**src/rtl/rr_hold_arbiter_if.sv**
```systemverilog
// Request/grant bundle between the requesters and rr_hold_arbiter.
// The master modport is the requester side; the slave modport is the arbiter.
interface rr_hold_arbiter_if #(
   parameter int NUM_PORTS = 5
);
   localparam int ID_W = (NUM_PORTS > 1) ? $clog2(NUM_PORTS) : 1;

   logic [NUM_PORTS-1:0] req_i;
   logic [NUM_PORTS-1:0] gnt_o;
   logic [ID_W-1:0]      gnt_id_o;
   logic                 busy_o;
   logic                 timeout_o;

   modport master (
      output req_i,
      input  gnt_o, gnt_id_o, busy_o, timeout_o
   );

   modport slave (
      input  req_i,
      output gnt_o, gnt_id_o, busy_o, timeout_o
   );
endinterface

```
**src/rtl/rr_hold_arbiter.sv**
```systemverilog
// Registered round-robin arbiter: an owner keeps the grant until it drops its
// request or has held it for MAX_HOLD cycles (0 = unlimited).
module rr_hold_arbiter #(
   parameter int NUM_PORTS = 5,
   parameter int MAX_HOLD  = 16
) (
   input  logic             clk_i,
   input  logic             rst_i,
   rr_hold_arbiter_if.slave bus
);
   localparam int ID_W   = (NUM_PORTS > 1) ? $clog2(NUM_PORTS) : 1;
   localparam int HCNT_W = (MAX_HOLD > 0) ? $clog2(MAX_HOLD + 1) : 1;

   typedef enum logic {IDLE, GRANT} state_t;

   state_t               r_state, w_state_nxt;
   logic [ID_W-1:0]      r_owner, w_owner_nxt;
   logic [ID_W-1:0]      r_ptr, w_ptr_nxt;
   logic [HCNT_W-1:0]    r_hcnt, w_hcnt_nxt;
   logic [NUM_PORTS-1:0] r_gnt, w_gnt_nxt;
   logic                 r_busy, w_busy_nxt;
   logic                 r_timeout, w_timeout_nxt;

   logic                 w_req_own;
   logic                 w_release;
   logic                 w_tmo_edge;
   logic [NUM_PORTS-1:0] w_mask;
   logic [NUM_PORTS-1:0] w_req_m;
   logic                 w_win_vld;
   logic [ID_W-1:0]      w_win;
   logic [ID_W-1:0]      w_win_inc;

   assign w_req_own  = bus.req_i[r_owner];
   assign w_release  = (r_state == GRANT) && !w_req_own;
   // Release wins over timeout, so timeout requires the owner still requesting.
   assign w_tmo_edge = (MAX_HOLD != 0) && (r_state == GRANT) && w_req_own &&
                       (r_hcnt == HCNT_W'(MAX_HOLD));

   always_comb begin
      w_mask = '1;
      if (w_tmo_edge) w_mask[r_owner] = 1'b0;
   end

   assign w_req_m = bus.req_i & w_mask;

   // First set bit in rotation order starting at r_ptr.
   always_comb begin
      int idx;
      w_win_vld = 1'b0;
      w_win     = '0;
      for (int i = 0; i < NUM_PORTS; i++) begin
         idx = int'(r_ptr) + i;
         if (idx >= NUM_PORTS) idx = idx - NUM_PORTS;
         if (!w_win_vld && w_req_m[idx]) begin
            w_win_vld = 1'b1;
            w_win     = ID_W'(idx);
         end
      end
   end

   assign w_win_inc = (w_win == ID_W'(NUM_PORTS - 1)) ? '0 : w_win + ID_W'(1);

   always_comb begin
      w_state_nxt   = r_state;
      w_owner_nxt   = r_owner;
      w_ptr_nxt     = r_ptr;
      w_hcnt_nxt    = r_hcnt;
      w_gnt_nxt     = r_gnt;
      w_busy_nxt    = r_busy;
      w_timeout_nxt = 1'b0;
      if ((r_state == IDLE) || w_release || w_tmo_edge) begin
         w_timeout_nxt = w_tmo_edge;
         if (w_win_vld) begin
            w_state_nxt        = GRANT;
            w_owner_nxt        = w_win;
            w_ptr_nxt          = w_win_inc;
            w_hcnt_nxt         = HCNT_W'(1);
            w_gnt_nxt          = '0;
            w_gnt_nxt[w_win]   = 1'b1;
            w_busy_nxt         = 1'b1;
         end else begin
            w_state_nxt = IDLE;
            w_owner_nxt = '0;
            w_gnt_nxt   = '0;
            w_busy_nxt  = 1'b0;
         end
      end else begin
         w_hcnt_nxt = r_hcnt + HCNT_W'(1);
      end
   end

   always_ff @(posedge clk_i or posedge rst_i) begin
      if (rst_i) begin
         r_state   <= IDLE;
         r_owner   <= '0;
         r_ptr     <= '0;
         r_hcnt    <= '0;
         r_gnt     <= '0;
         r_busy    <= 1'b0;
         r_timeout <= 1'b0;
      end else begin
         r_state   <= w_state_nxt;
         r_owner   <= w_owner_nxt;
         r_ptr     <= w_ptr_nxt;
         r_hcnt    <= w_hcnt_nxt;
         r_gnt     <= w_gnt_nxt;
         r_busy    <= w_busy_nxt;
         r_timeout <= w_timeout_nxt;
      end
   end

   assign bus.gnt_o     = r_gnt;
   assign bus.gnt_id_o  = r_owner;
   assign bus.busy_o    = r_busy;
   assign bus.timeout_o = r_timeout;
endmodule

```
**src/flat_wrapper.sv**
```systemverilog
// flat-port wrapper written by rule: the top's interface ports become plain ports
module rr_hold_arbiter_flat 
#(
   parameter int NUM_PORTS = 5,
   parameter int MAX_HOLD  = 16
)
  (clk_i, rst_i, bus_req_i, bus_gnt_o, bus_gnt_id_o, bus_busy_o, bus_timeout_o);
  rr_hold_arbiter_if #(.NUM_PORTS(NUM_PORTS)) bus_i ();
  input  logic clk_i;
  input  logic rst_i;
  input wire logic [$bits(bus_i.req_i)-1:0] bus_req_i;
  output wire logic [$bits(bus_i.gnt_o)-1:0] bus_gnt_o;
  output wire logic [$bits(bus_i.gnt_id_o)-1:0] bus_gnt_id_o;
  output wire logic [$bits(bus_i.busy_o)-1:0] bus_busy_o;
  output wire logic [$bits(bus_i.timeout_o)-1:0] bus_timeout_o;
  assign bus_i.req_i = bus_req_i;
  assign bus_gnt_o = bus_i.gnt_o;
  assign bus_gnt_id_o = bus_i.gnt_id_o;
  assign bus_busy_o = bus_i.busy_o;
  assign bus_timeout_o = bus_i.timeout_o;
  rr_hold_arbiter #(.NUM_PORTS(NUM_PORTS), .MAX_HOLD(MAX_HOLD)) u_core (.clk_i(clk_i), .rst_i(rst_i), .bus(bus_i));
endmodule
```
**config.mk**
```make
export PLATFORM = sky130hd
export DESIGN_NAME = rr_hold_arbiter_flat
export DESIGN_NICKNAME = d
export VERILOG_FILES = /design/src/rtl/rr_hold_arbiter_if.sv /design/src/rtl/rr_hold_arbiter.sv /design/src/flat_wrapper.sv
export SDC_FILE = /design/constraint.sdc
export NUM_CORES = 1
export LEC_CHECK = 0
export BUFFER_PORTS_ARGS = -buffer_cell sky130_fd_sc_hd__clkbuf_2
export CAP_MARGIN = 15
export CORE_UTILIZATION = 45
export CTS_BUF_LIST = sky130_fd_sc_hd__clkbuf_8 sky130_fd_sc_hd__clkbuf_16
export DETAILED_ROUTE_END_ITERATION = 8
export SLEW_MARGIN = 30
export SYNTH_ARGS = -nofsm -noshare
export SYNTH_HDL_FRONTEND = slang
export SYNTH_SLANG_ARGS = --single-unit
```
**constraint.sdc**
```tcl
create_clock -name clk_i -period 4.74 [get_ports clk_i]
set_clock_uncertainty 0.1 [all_clocks]
set_input_delay 0.237 -clock clk_i [delete_from_list [all_inputs] [get_ports clk_i]]
set_output_delay 0.237 -clock clk_i [all_outputs]
set_load 0.01 [all_outputs]
```
==> results of run 1 <==
[flip-flops by register name, indices dropped and copies added (netlist names)]
| name | count |
|---|---|
| u_core.bus.gnt_o | 5 |
| u_core.r_hcnt | 5 |
| u_core.bus.gnt_id_o | 3 |
| u_core.r_ptr | 3 |
| u_core.bus.busy_o | 1 |
| u_core.bus.timeout_o | 1 |
[timing repair]
action	4_1_cts	5_1_grt
endpoints found under the hold margin	1	0
hold buffers	1	0
setup buffers	0	0
[final cells by class]
class	instances	share of cell area
Clock buffer	4	0.0214
Tap cell	70	0.0340
Timing Repair Buffer	21	0.0466
Multi-Input combinational cell	234	0.698
Inverter	17	0.0248
Sequential cell	18	0.175
[path summary, 6_finish.rpt]
path                                                      end  slack, ns  depth (start not counted)
max                               u_core.r_ptr[2]$_DFFE_PP0P_       0.46                         14
min                           u_core.bus.gnt_o[4]$_DFFE_PP0N_       0.39                          1
max reg2reg                       u_core.r_ptr[2]$_DFFE_PP0P_       0.46                         14
min reg2reg                   u_core.bus.gnt_o[4]$_DFFE_PP0N_       0.39                          1
max in group asynchronous  u_core.bus.gnt_id_o[2]$_DFFE_PP0N_       3.56                          3
min in group asynchronous         u_core.r_ptr[0]$_DFFE_PP0P_       0.52                          3
[through the flow]
step / cell area (um^2) / cells
final: 2580 / 364
after detailed placement: 2510 / 359
after global placement: 2510 / 359
after global routing: 2580 / 364
after CTS: 2580 / 364
after floorplan: 2390 / 278
[placed cells by master, fill, tap and decap left out, drive strengths merged, types with 6 or more instances in the layout]
cell type	n
a21o	7
nand2	30
xnor2	7
mux2i	9
dfrtp	18
clkbuf	20
inv	17
o21ai	24
a31oi	9
nor3	6
nand2b	7
ha	13
nor2	27
a21oi	14
[cells by family after synthesis]
| kind of cell | Yosys count |
|---|---|
| flops | 18 |
| buf+inv | 26 |
| compound gates | 95 |
| simple gates | 105 |
| fa+ha+maj | 14 |
| mux | 11 |
| xor+xnor | 9 |
[metal layers]
metal  vias up  wire length (um)  global-route usage
met2        35              2950               0.397
li1       1065                 -                   -
met5         -                 0                   0
met3         9               117              0.0174
met4         0               112              0.0671
met1      1044              3000               0.321
==> results.json, run 1 <==
{
  "synth-xor-area-share": 0.0550,
  "num_rows": 26,
  "netlist_area_mm2": 0.00239,
  "slew_violations": 0,
  "synth.distinct_cells": 81,
  "area_growth_pct": 7.91,
  "rsz0062_at_grt": "false",
  "start_util": 0.467,
  "cts.clk_slew.worst_paths_ns": 0.07,
  "n_antenna_cell": 0,
  "yosys-top-cells-count": "nand2_1, nor2_1, dfrtp_1, inv_1, o21ai_0",
  "synth_mux_area_frac": 0.0472,
  "seq_area_um2": 450,
  "finalHoldViolCount": 0,
  "die-width_um": 74.8,
  "nNetsFinal": 316,
  "clk-insertion-delay-late_ns": 0.25,
  "core_area_mm2": 0.00511,
  "cts_root_buffer": "clkbuf_8",
  "routed-via-count": 2153,
  "first_pass_iters": 4,
  "grt-ovfl-total": 0,
  "dieArea_mm2": 0.00560,
  "hold_ws_ns": 0.386,
  "setup.worst_path.class": "register to register",
  "yosysSeqAreaShare": 0.189,
  "drtIter0Drc": 171,
  "cts_tree": "yes",
  "syn_avg_cell_area_um2": 8.59,
  "crit_buf_inv": 2,
  "yosys_register_bits": 18,
  "slew_headroom": 0.520,
  "syn_nets": 299,
  "tns_ns": 0,
  "hpwlAfterDp_mm": 4.84,
  "synth_top_area_frac": 0.189,
  "fill_cells": 517,
  "async_reset_ff_frac": 1.00,
  "h-tree-depth": 1,
  "antenna_found_initial": 0,
  "cp_max_fo": 11,
  "drt_wl_total_mm": 6.18,
  "drv_cap": 0,
  "yosys.area.top_type": "dfrtp_1",
  "synthSimpleGateAreaFrac": 0.255,
  "multi_input_area_mm2": 0.00180,
  "cp_cell_sequence": "inv_1, ha_1, ha_1, a31oi_2, xor2_2, mux2i_1, nand2_1, a21o_1, a221oi_2, a311o_4, inv_2, ha_1, or3_1, a31oi_1",
  "synth-edff-count": 0,
  "fp.dieH_um": 74.8,
  "postLayoutCoreUtil": 0.504,
  "drive_gt1_frac": 0.211,
  "timing.critical_path.from": "u_core.r_ptr[1]$_DFFE_PP0P_",
  "ios": 17,
  "synth_flop_cell": "dfrtp_1",
  "fin_crit_sh": 0.904,
  "wl_per_cell_um": 17.0,
  "period_needed_ns": 4.28,
  "slowest_delay_ns": 0.60,
  "drcViolationCount": 0,
  "cp_top_family": "compound AO/OA/AOI/OAI gates",
  "start_kind": "register",
  "synth-adder-area-share": 0.0765,
  "grt_max_degree": 29,
  "timing.fmax_mhz": 233,
  "dp_slack_ns": 0.481,
  "synth_top_family_by_area": "compound AO/OA/AOI/OAI gates",
  "grt_use_total": 0.234,
  "cts_buffers": 3,
  "arrival_ns": 4.37,
  "clk_path_buf_depth": 2,
  "min_from": "u_core.bus.gnt_o[4]$_DFFE_PP0N_",
  "numClockSinks": 18,
  "critPathRequiredTime_ns": 4.82,
  "cts.repair.resized": 0,
  "reg2reg_from": "u_core.r_ptr[1]$_DFFE_PP0P_",
  "synth-compound-area-share": 0.320,
  "viasPerCell": 5.91,
  "grt_pass1_vias": 1954,
  "synth_area_leaders": "dfrtp_1, ha_1, nand2_1, nor2_1, mux2i_1",
  "syn_inst": 278,
  "tightest_slew_ns": 0.719,
  "ant_nets": 0,
  "synth_most_common_cell": "nand2_1",
  "setup_slack_ns": 0.456,
  "crit_path_frequent_cell": "ha_1",
  "final-setup-viol-count": 0,
  "critPathSlowestCell": "dfrtp_1",
  "endpoint_kind": "register",
  "io_buffers": 16,
  "routabilityCongestion": 0.921,
  "ys_warn_count": 0,
  "grt_first_pass_wirelength_mm": 9.81,
  "status": "completed",
  "hp-class": "register to register"
}
Power of run 1 is left out: the tool's default activity adds up to more than one toggle a clock period on the data nets, which glitch-free logic cannot reach.
==> run 2, diff against run 1 <==
- CORE_MARGIN: default -> 4
- PLACE_DENSITY: default -> 0.74
==> results.json, run 2 (same netlist as run 1, synthesis figures left out) <==
{
  "status": "completed",
  "cts_root_buffer": "clkbuf_8",
  "setup.worst_path.class": "register to register",
  "rsz0062_at_grt": "false",
  "die-width_um": 80.8,
  "first_pass_iters": 4,
  "drcViolationCount": 0,
  "grt_max_degree": 29,
  "min_from": "u_core.bus.gnt_o[4]$_DFFE_PP0N_",
  "drv_cap": 0,
  "drtIter0Drc": 184,
  "clk_path_buf_depth": 2,
  "core_area_mm2": 0.00514,
  "n_antenna_cell": 0,
  "final_cell_mix": "nand2_1, nor2_1, dfrtp_1",
  "fill_cells": 517,
  "cp_max_fo": 11,
  "tightest_slew_ns": 0.713,
  "slew_headroom": 0.525,
  "nNetsFinal": 314,
  "endpoint_kind": "register",
  "grt_first_pass_wirelength_mm": 10.2,
  "io_buffers": 16,
  "fp.dieH_um": 80.8,
  "tns_ns": 0,
  "hpwlAfterDp_mm": 4.79,
  "cts_buffers": 3,
  "finalHoldViolCount": 0,
  "start_util": 0.464,
  "multi_input_area_mm2": 0.00180,
  "routed-via-count": 2150,
  "seq_area_um2": 450,
  "timing.fmax_mhz": 234,
  "slew_violations": 0,
  "wl_per_cell_um": 16.9,
  "grt_use_total": 0.199,
  "antenna_found_initial": 0,
  "arrival_ns": 4.36,
  "final-setup-viol-count": 0,
  "reg2reg_from": "u_core.r_ptr[1]$_DFFE_PP0P_",
  "cts.clk_slew.worst_paths_ns": 0.07,
  "hp-class": "register to register",
  "ios": 17,
  "numClockSinks": 18,
  "grt_pass1_vias": 2069,
  "clk-insertion-delay-late_ns": 0.25,
  "period_needed_ns": 4.28,
  "num_rows": 26,
  "fin_crit_sh": 0.902,
  "critPathRequiredTime_ns": 4.82,
  "cts_tree": "yes",
  "grt-ovfl-total": 0,
  "timing.critical_path.from": "u_core.r_ptr[1]$_DFFE_PP0P_",
  "drive_gt1_frac": 0.205,
  "start_kind": "register",
  "drt_wl_total_mm": 6.11,
  "area_growth_pct": 7.29,
  "h-tree-depth": 1,
  "viasPerCell": 5.94,
  "ant_nets": 0,
  "post_cts_buffers": 0,
  "routabilityCongestion": 0.931,
  "dieArea_mm2": 0.00653,
  "layout_commonest_cell": "nand2_1",
  "rrSetupSlack_ns": 0.46
}
run 2: changes by cell type in the layout (fill, tap and decap cells not counted), sizes merged:
cell and change:
buf -2
run 2: path summary, 6_finish.rpt:
kind / to / cells past startpoint
max: u_core.r_ptr[2]$_DFFE_PP0P_ / 14
min: u_core.bus.gnt_o[4]$_DFFE_PP0N_ / 1
max reg2reg: u_core.r_ptr[2]$_DFFE_PP0P_ / 14
min reg2reg: u_core.bus.gnt_o[4]$_DFFE_PP0N_ / 1
max in group asynchronous: u_core.r_hcnt[1]$_DFFE_PP0P_ / 3
min in group asynchronous: u_core.bus.gnt_id_o[1]$_DFFE_PP0N_ / 3
run 2: metal layers:
layer  GRT usage  up-vias  wire length [um]
met3      0.0166        4               263
met5           0        -                 0
li1            -     1066                 -
met2       0.329       51              2880
met1       0.287     1029              2930
met4      0.0321        0                31
run 2: through the flow:
stage	worst slack [ns]	area (um^2)	hold WS, ns	util	std cells
after floorplan	0.801	2390	0.0756	-	278
after global placement	0.618	2500	0.262	0.486	357
after detailed placement	0.479	2500	0.270	0.486	357
after CTS	0.458	2560	0.399	0.498	362
after global routing	0.115	2560	0.422	0.498	362
final	0.463	2560	0.398	0.498	362
run 2: cell type report:
cell class	instances	area share
clock buffers	4	0.0215
inverters	17	0.0249
multi-input cells	234	0.702
flip-flops and latches	18	0.176
well taps	70	0.0342
repair buffers	19	0.0410
run 2: critical path: stages, from the launching register on:
cell and delay (ns):
dfrtp_1 0.51, inv_1 0.25, ha_1 0.27, inv_1 0.06, ha_1 0.24, a21oi_2 0.23
xnor2_1 0.20, mux2_2 0.41, a211oi_4 0.40, o2111ai_1 0.18, a211oi_2 0.55, inv_1 0.10
ha_1 0.21, or3_1 0.34, a31oi_1 0.16
run 2: what timing repair did:
item / in CTS / in global routing
resized for setup: 0 / 0
hold endpoints to repair: 18 / 0
endpoints found under the setup margin: 0 / 0
hold buffers: 1 / 0
Power of run 2 is left out for the same reason.
